## src/rtl/gf_pkg.sv

```systemverilog
// Shared definitions for the GF(2^N) reduction slice.
//   - state_t       : reducer FSM states
//   - GF_N/GF_POLY  : default field (AES field, x^8+x^4+x^3+x+1)
//   - GF_N_SMALL/GF_POLY_SMALL : tiny GF(4) build for quick checks
//   - poly_ok()     : true when the modulus has its degree-N term set
package gf_pkg;

    typedef enum logic [1:0] {
        IDLE   = 2'd0,
        REDUCE = 2'd1,
        DONE   = 2'd2
    } state_t;

    localparam int         GF_N          = 8;
    localparam logic [8:0] GF_POLY       = 9'h11B;
    localparam int         GF_N_SMALL    = 2;
    localparam logic [2:0] GF_POLY_SMALL = 3'b111;

    // A modulus without x^N would not be degree N, so the reduction
    // would leave bits at or above N behind.
    function automatic logic poly_ok(input int n, input logic [31:0] poly);
        return poly[n];
    endfunction

endpackage

```

## src/rtl/gf_mod_reduce_if.sv

```systemverilog
// Handshake bundle between the carry-less multiplier and the reducer.
//   in_valid/in_ready/in_prod   : unreduced (2N-1)-bit product in
//   out_valid/out_ready/out_rem : N-bit field element out
// master = producer/consumer side (drives in_*, out_ready)
// slave  = reducer side
interface gf_mod_reduce_if #(
    parameter int N = 8
) ();
    logic             in_valid;
    logic             in_ready;
    logic [2*N-2:0]   in_prod;
    logic             out_valid;
    logic             out_ready;
    logic [N-1:0]     out_rem;

    modport master (
        output in_valid, in_prod, out_ready,
        input  in_ready, out_valid, out_rem
    );

    modport slave (
        input  in_valid, in_prod, out_ready,
        output in_ready, out_valid, out_rem
    );
endinterface

```

## src/rtl/gf_reduce_step.sv

```systemverilog
// One reduction step: clears coefficient x^(N+k) of r by folding in
// POLY shifted up by k. Purely combinational so it can be chained
// for an unrolled or pipelined reducer.
//   r      : working polynomial (2N-1 bits)
//   k      : step index, 0..N-2
//   r_next : r ^ (r[N+k] ? POLY<<k : 0)
module gf_reduce_step #(
    parameter int         N    = 8,
    parameter logic [N:0] POLY = 9'h11B,
    parameter int         KW   = $clog2(N)
) (
    input  logic [2*N-2:0] r,
    input  logic [KW-1:0]  k,
    output logic [2*N-2:0] r_next
);
    localparam int W  = 2*N-1;
    localparam int IW = $clog2(W);

    logic [W-1:0]  poly_sh;
    logic [IW-1:0] idx;

    assign poly_sh = W'(POLY) << k;
    assign idx     = IW'(N) + IW'(k);
    assign r_next  = r[idx] ? (r ^ poly_sh) : r;

endmodule

```

## src/rtl/gf_mod_reduce.sv

```systemverilog
// Iterative GF(2^N) modular reducer. Accepts an unreduced carry-less
// product, reduces it one coefficient per clock (MSB first, N-1 steps,
// fixed latency) and presents in_prod mod POLY until consumed.
//   clk, rst : clock, synchronous active-high reset
//   bus      : slave side of gf_mod_reduce_if (in_* request, out_* result)
// All outputs decode from registers only; no in_* -> out_* path.
module gf_mod_reduce
    import gf_pkg::*;
#(
    parameter int         N    = GF_N,
    parameter logic [N:0] POLY = GF_POLY
) (
    input  logic             clk,
    input  logic             rst,
    gf_mod_reduce_if.slave   bus
);
    localparam int KW = $clog2(N);

    if (!poly_ok(N, 32'(POLY))) begin : g_bad_poly
        $error("gf_mod_reduce: POLY must have bit N set");
    end

    state_t          state, state_nxt;
    logic [2*N-2:0]  r, r_nxt, r_step;
    logic [KW-1:0]   k, k_nxt;

    gf_reduce_step #(
        .N    (N),
        .POLY (POLY),
        .KW   (KW)
    ) u_step (
        .r      (r),
        .k      (k),
        .r_next (r_step)
    );

    always_ff @(posedge clk) begin
        if (rst) begin
            state <= IDLE;
            r     <= '0;
            k     <= '0;
        end else begin
            state <= state_nxt;
            r     <= r_nxt;
            k     <= k_nxt;
        end
    end

    always_comb begin
        state_nxt = state;
        r_nxt     = r;
        k_nxt     = k;
        unique case (state)
            IDLE: begin
                if (bus.in_valid) begin
                    r_nxt     = bus.in_prod;
                    k_nxt     = KW'(N-2);
                    state_nxt = REDUCE;
                end
            end
            REDUCE: begin
                // Every step runs even when the bit is already clear,
                // keeping latency independent of the data.
                r_nxt = r_step;
                if (k == '0) state_nxt = DONE;
                else         k_nxt     = k - 1'b1;
            end
            DONE: begin
                if (bus.out_ready) state_nxt = IDLE;
            end
            default: state_nxt = IDLE;
        endcase
    end

    assign bus.in_ready  = (state == IDLE);
    assign bus.out_valid = (state == DONE);
    // Visible in every state; only meaningful while out_valid is high.
    assign bus.out_rem   = r[N-1:0];

endmodule
```

## src/flat_wrapper.sv

```systemverilog
// flat-port wrapper written by rule: the top's interface ports become plain ports
module gf_mod_reduce_flat import gf_pkg::*;
#(
    parameter int         N    = GF_N,
    parameter logic [N:0] POLY = GF_POLY
)
  (clk, rst, bus_in_valid, bus_in_prod, bus_out_ready, bus_in_ready, bus_out_valid, bus_out_rem);
  gf_mod_reduce_if #(.N(N)) bus_i ();
  input  logic clk;
  input  logic rst;
  input wire logic [$bits(bus_i.in_valid)-1:0] bus_in_valid;
  input wire logic [$bits(bus_i.in_prod)-1:0] bus_in_prod;
  input wire logic [$bits(bus_i.out_ready)-1:0] bus_out_ready;
  output wire logic [$bits(bus_i.in_ready)-1:0] bus_in_ready;
  output wire logic [$bits(bus_i.out_valid)-1:0] bus_out_valid;
  output wire logic [$bits(bus_i.out_rem)-1:0] bus_out_rem;
  assign bus_i.in_valid = bus_in_valid;
  assign bus_i.in_prod = bus_in_prod;
  assign bus_i.out_ready = bus_out_ready;
  assign bus_in_ready = bus_i.in_ready;
  assign bus_out_valid = bus_i.out_valid;
  assign bus_out_rem = bus_i.out_rem;
  gf_mod_reduce #(.N(N), .POLY(POLY)) u_core (.clk(clk), .rst(rst), .bus(bus_i));
endmodule
```

## config.mk

```make
export PLATFORM = sky130hd
export DESIGN_NAME = gf_mod_reduce_flat
export DESIGN_NICKNAME = d
export VERILOG_FILES = /design/src/rtl/gf_pkg.sv /design/src/rtl/gf_mod_reduce_if.sv /design/src/rtl/gf_reduce_step.sv /design/src/rtl/gf_mod_reduce.sv /design/src/flat_wrapper.sv
export SDC_FILE = /design/constraint.sdc
export NUM_CORES = 1
export LEC_CHECK = 0
export CAP_MARGIN = 20
export CORE_UTILIZATION = 33
export CTS_CLUSTER_SIZE = 8
export DETAILED_ROUTE_END_ITERATION = 8
export PLACE_DENSITY = 0.61
export SLEW_MARGIN = 20
export SYNTH_ARGS = -nofsm -noshare
export SYNTH_HDL_FRONTEND = slang
export SYNTH_SLANG_ARGS = --single-unit
```

## constraint.sdc

```tcl
create_clock -name clk -period 1.74 [get_ports clk]
set_input_delay 0.174 -clock clk [delete_from_list [all_inputs] [get_ports clk]]
set_output_delay 0.174 -clock clk [all_outputs]
set_load 0.01 [all_outputs]
```

==> impl_metrics.toml <==
[final_layout]
mostFrequentLayoutCells = "clkdlybuf4s50_1 (28), a21oi_1 (24), dfxtp_1 (18)"
area_delta_synth_final_pct = 28.0
drive_gt1_share_pct = 16.2
layout.nets = 230
instances_no_fill = 254
nFillCells = 402
final_common_cell = "clkdlybuf4s50_1"
antenna_cells = 0

[cts]
cts_tree = "done"
cts_root_buf = "clkbuf_8"
cts_hold_buf = 0
cts.path.max_buffers = 2
cts.clk_slew.worst_paths_ns = 0.08
cts_resized = 0
cts_buffers = 3
cts_setup_buffers = 0
cts.htree.levels = 1
clock_latency_ns = 0.27
cts_sinks = 20

[setup_path]
critical_path.n_buffers_inverters = 1
critical_path.cell_chain = "nor2b_1, clkdlybuf4s50_1"
path_class = "flop to output port"
worstPathMaxFanout = 9
crit_path_start_kind = "flop"
crit_arrival_ns = 1.43
critical-path-slowest-cell = "clkdlybuf4s50_1"
max_stage_delay_ns = 0.56
setup.worst_path.end_class = "output port"
crit_required_ns = 1.57
critPathTopFamily = "buffers and inverters"

[timing]
clock.fmax_mhz = 625
rsz0062_at_grt = "no"
whs_ns = 0.496
finalCritPeriodShare_pct = 91.9
slew_headroom_pct = 77.6
skew_ns = 0.00715
hold_viol = 0
fin_crit_ns = 1.60
drv_slew = 0
worstMarginPinSlew_ns = 0.336
setup_viol = 0
fin_tns_setup_ns = 0

[synthesis]
netlist_instances = 178
ys_seq_elements = 20
ys.flop_type = "dfxtp_1"
netlist_area_sq_mm = 0.00142
yosys.cell_types.count = 35
avgSynthCellArea_sq_um = 7.97
syn-num-nets = 203
synth-async-reset-ratio_pct = 0
synth_edf_count = 0
synth_seq_area_share_pct = 28.2
yosysWarnings = 0

[pwr]
p_int_mw = 1.19
p_switching_mw = 0.623
power_frac_seq_pct = 32.9
vdd_drop_max_mv = 0.371
p_leak_nw = 0.671
power.share.clock_pct = 26.3
switching_share_pct = 34.3
power_density_mw_per_mm2 = 999
p_comb_share_pct = 40.9

[detailed_routing]
routed_wl_mm = 3.39
vias = 1272
viasPerCell = 5.01
drt_pre_antenna_iters = 4
ant_nets = 0
drt-wirelength-per-cell_microns = 13.3
drc = 0
drt-initial-drc-count = 59

[floorplan]
num_io_pins = 29
die-area_sq_mm = 0.00457
die_x_microns = 67.6
core-area_sq_mm = 0.00406
die_y_microns = 67.6
start_util_pct = 35.0
std_cell_rows = 23

[global_routing]
grt_pass1_vias = 1209
grt_max_degree = 22
grt_overflow_total = 0
grt_usage_pct = 17.0
grt_pass1_wl_mm = 5.71
antenna_found_initial = 0

[min_path]
hp-class = "flop to flop"

[flow_run]
max_cap_violations = 0

[place]
place_congestion = 0.873
port_buffers = 28
dpl.hpwl_mm = 2.53
dp_cells = 250

[outcome]
status = "finished, final reports clean"
## routing by layer
layer | track usage, % | share of wire (%)
met4 | 6.38 | 1.3
met5 | 0 | 0
met2 | 28.8 | 46
met3 | 2.53 | 4.1
met1 | 21.3 | 48
## state kept, by name, indices dropped and copies added, names as in the netlist
signal	flops
u_core.r	15
u_core.state	2
u_core.k	3
## cell usage after synthesis, drive strengths merged, types with 2 or more instances
cell	n	area, sq um
a21oi	28	155
dfxtp	20	400
buf	16	113
nor2	16	60.1
inv	13	48.8
o32ai	10	125
o21ai	9	45.0
nand2	8	30.0
nand2b	7	43.8
nor3	7	35.0
ha	6	75.1
mux2i	6	60.1
nor2b	6	37.5
clkbuf	5	18.8
or2	3	18.8
a211oi	2	15.0
a21o	2	15.0
a22oi	2	15.0
a31oi	2	12.5
o21bai	2	26.3
## final cells by class
class,instances,area (sq um),area share [%]
timing repair buffer,43,393,21.6
clock buffer,3,41.3,2.27
multi-input combinational,124,838,46.1
tap,50,62.6,3.44
inverter,13,48.8,2.69
sequential,20,403,22.2
clock inverter,1,30.0,1.65
## final timing paths
path / from / endpoint / cells after the start / slack (ns)
max: u_core.state[0]$_SDFFE_PP0P_ / bus_out_valid / 2 / 0.14
min: u_core.r[7]$_SDFFE_PP0P_ / u_core.r[7]$_SDFFE_PP0P_ / 2 / 0.50
max reg2reg: u_core.k[2]$_SDFFE_PP0P_ / u_core.r[11]$_SDFFE_PP0P_ / 6 / 0.14
min reg2reg: u_core.r[7]$_SDFFE_PP0P_ / u_core.r[7]$_SDFFE_PP0P_ / 2 / 0.50
## worst register-to-register path: cells and delay by family (launching register included)
| family | cells | cell delay, ns |
|---|---|---|
| AOI/OAI and AO/OA | 3 | 0.42 |
| buffers and inverters | 1 | 0.17 |
| DFF | 1 | 0.39 |
| and+or+nand+nor | 2 | 0.55 |
## kinds of logic (layout without fill, tap and decap cells)
group                    count (synthesis)  in the layout  share of synthesized area [%]
multiplexers                             6              6                           4.23
adder cells (fa/ha/maj)                  6              6                           5.29
AND/OR/NAND/NOR                         51             51                           17.8
buffers and inverters                   34             60                           12.7
AO/OA/AOI/OAI                           61             61                           31.7
flip-flops                              20             20                           28.2
## metrics by stage
stage / instance area, sq um / power (mW) / setup WS, ns / util (%)
after floorplan: 1420 / 1.12 / 0.127 / -
after detailed placement: 1740 / 1.35 / 0.0867 / 43.0
after global placement: 1740 / 1.34 / 0.146 / 43.0
after global routing: 1820 / 1.92 / 0.0167 / 44.8
after CTS: 1810 / 1.82 / 0.0962 / 44.7
final: 1820 / 1.81 / 0.140 / 44.8
## power by group through the flow
stage	registers, mW	clock network (mW)	logic, mW
global route	0.608	0.498	0.817
finish	0.596	0.477	0.741
detailed placement	0.605	0	0.743
floorplan	0.580	0	0.543
global placement	0.604	0	0.740
CTS	0.595	0.482	0.746
No activity file was read; power rests on OpenSTA's default activity.
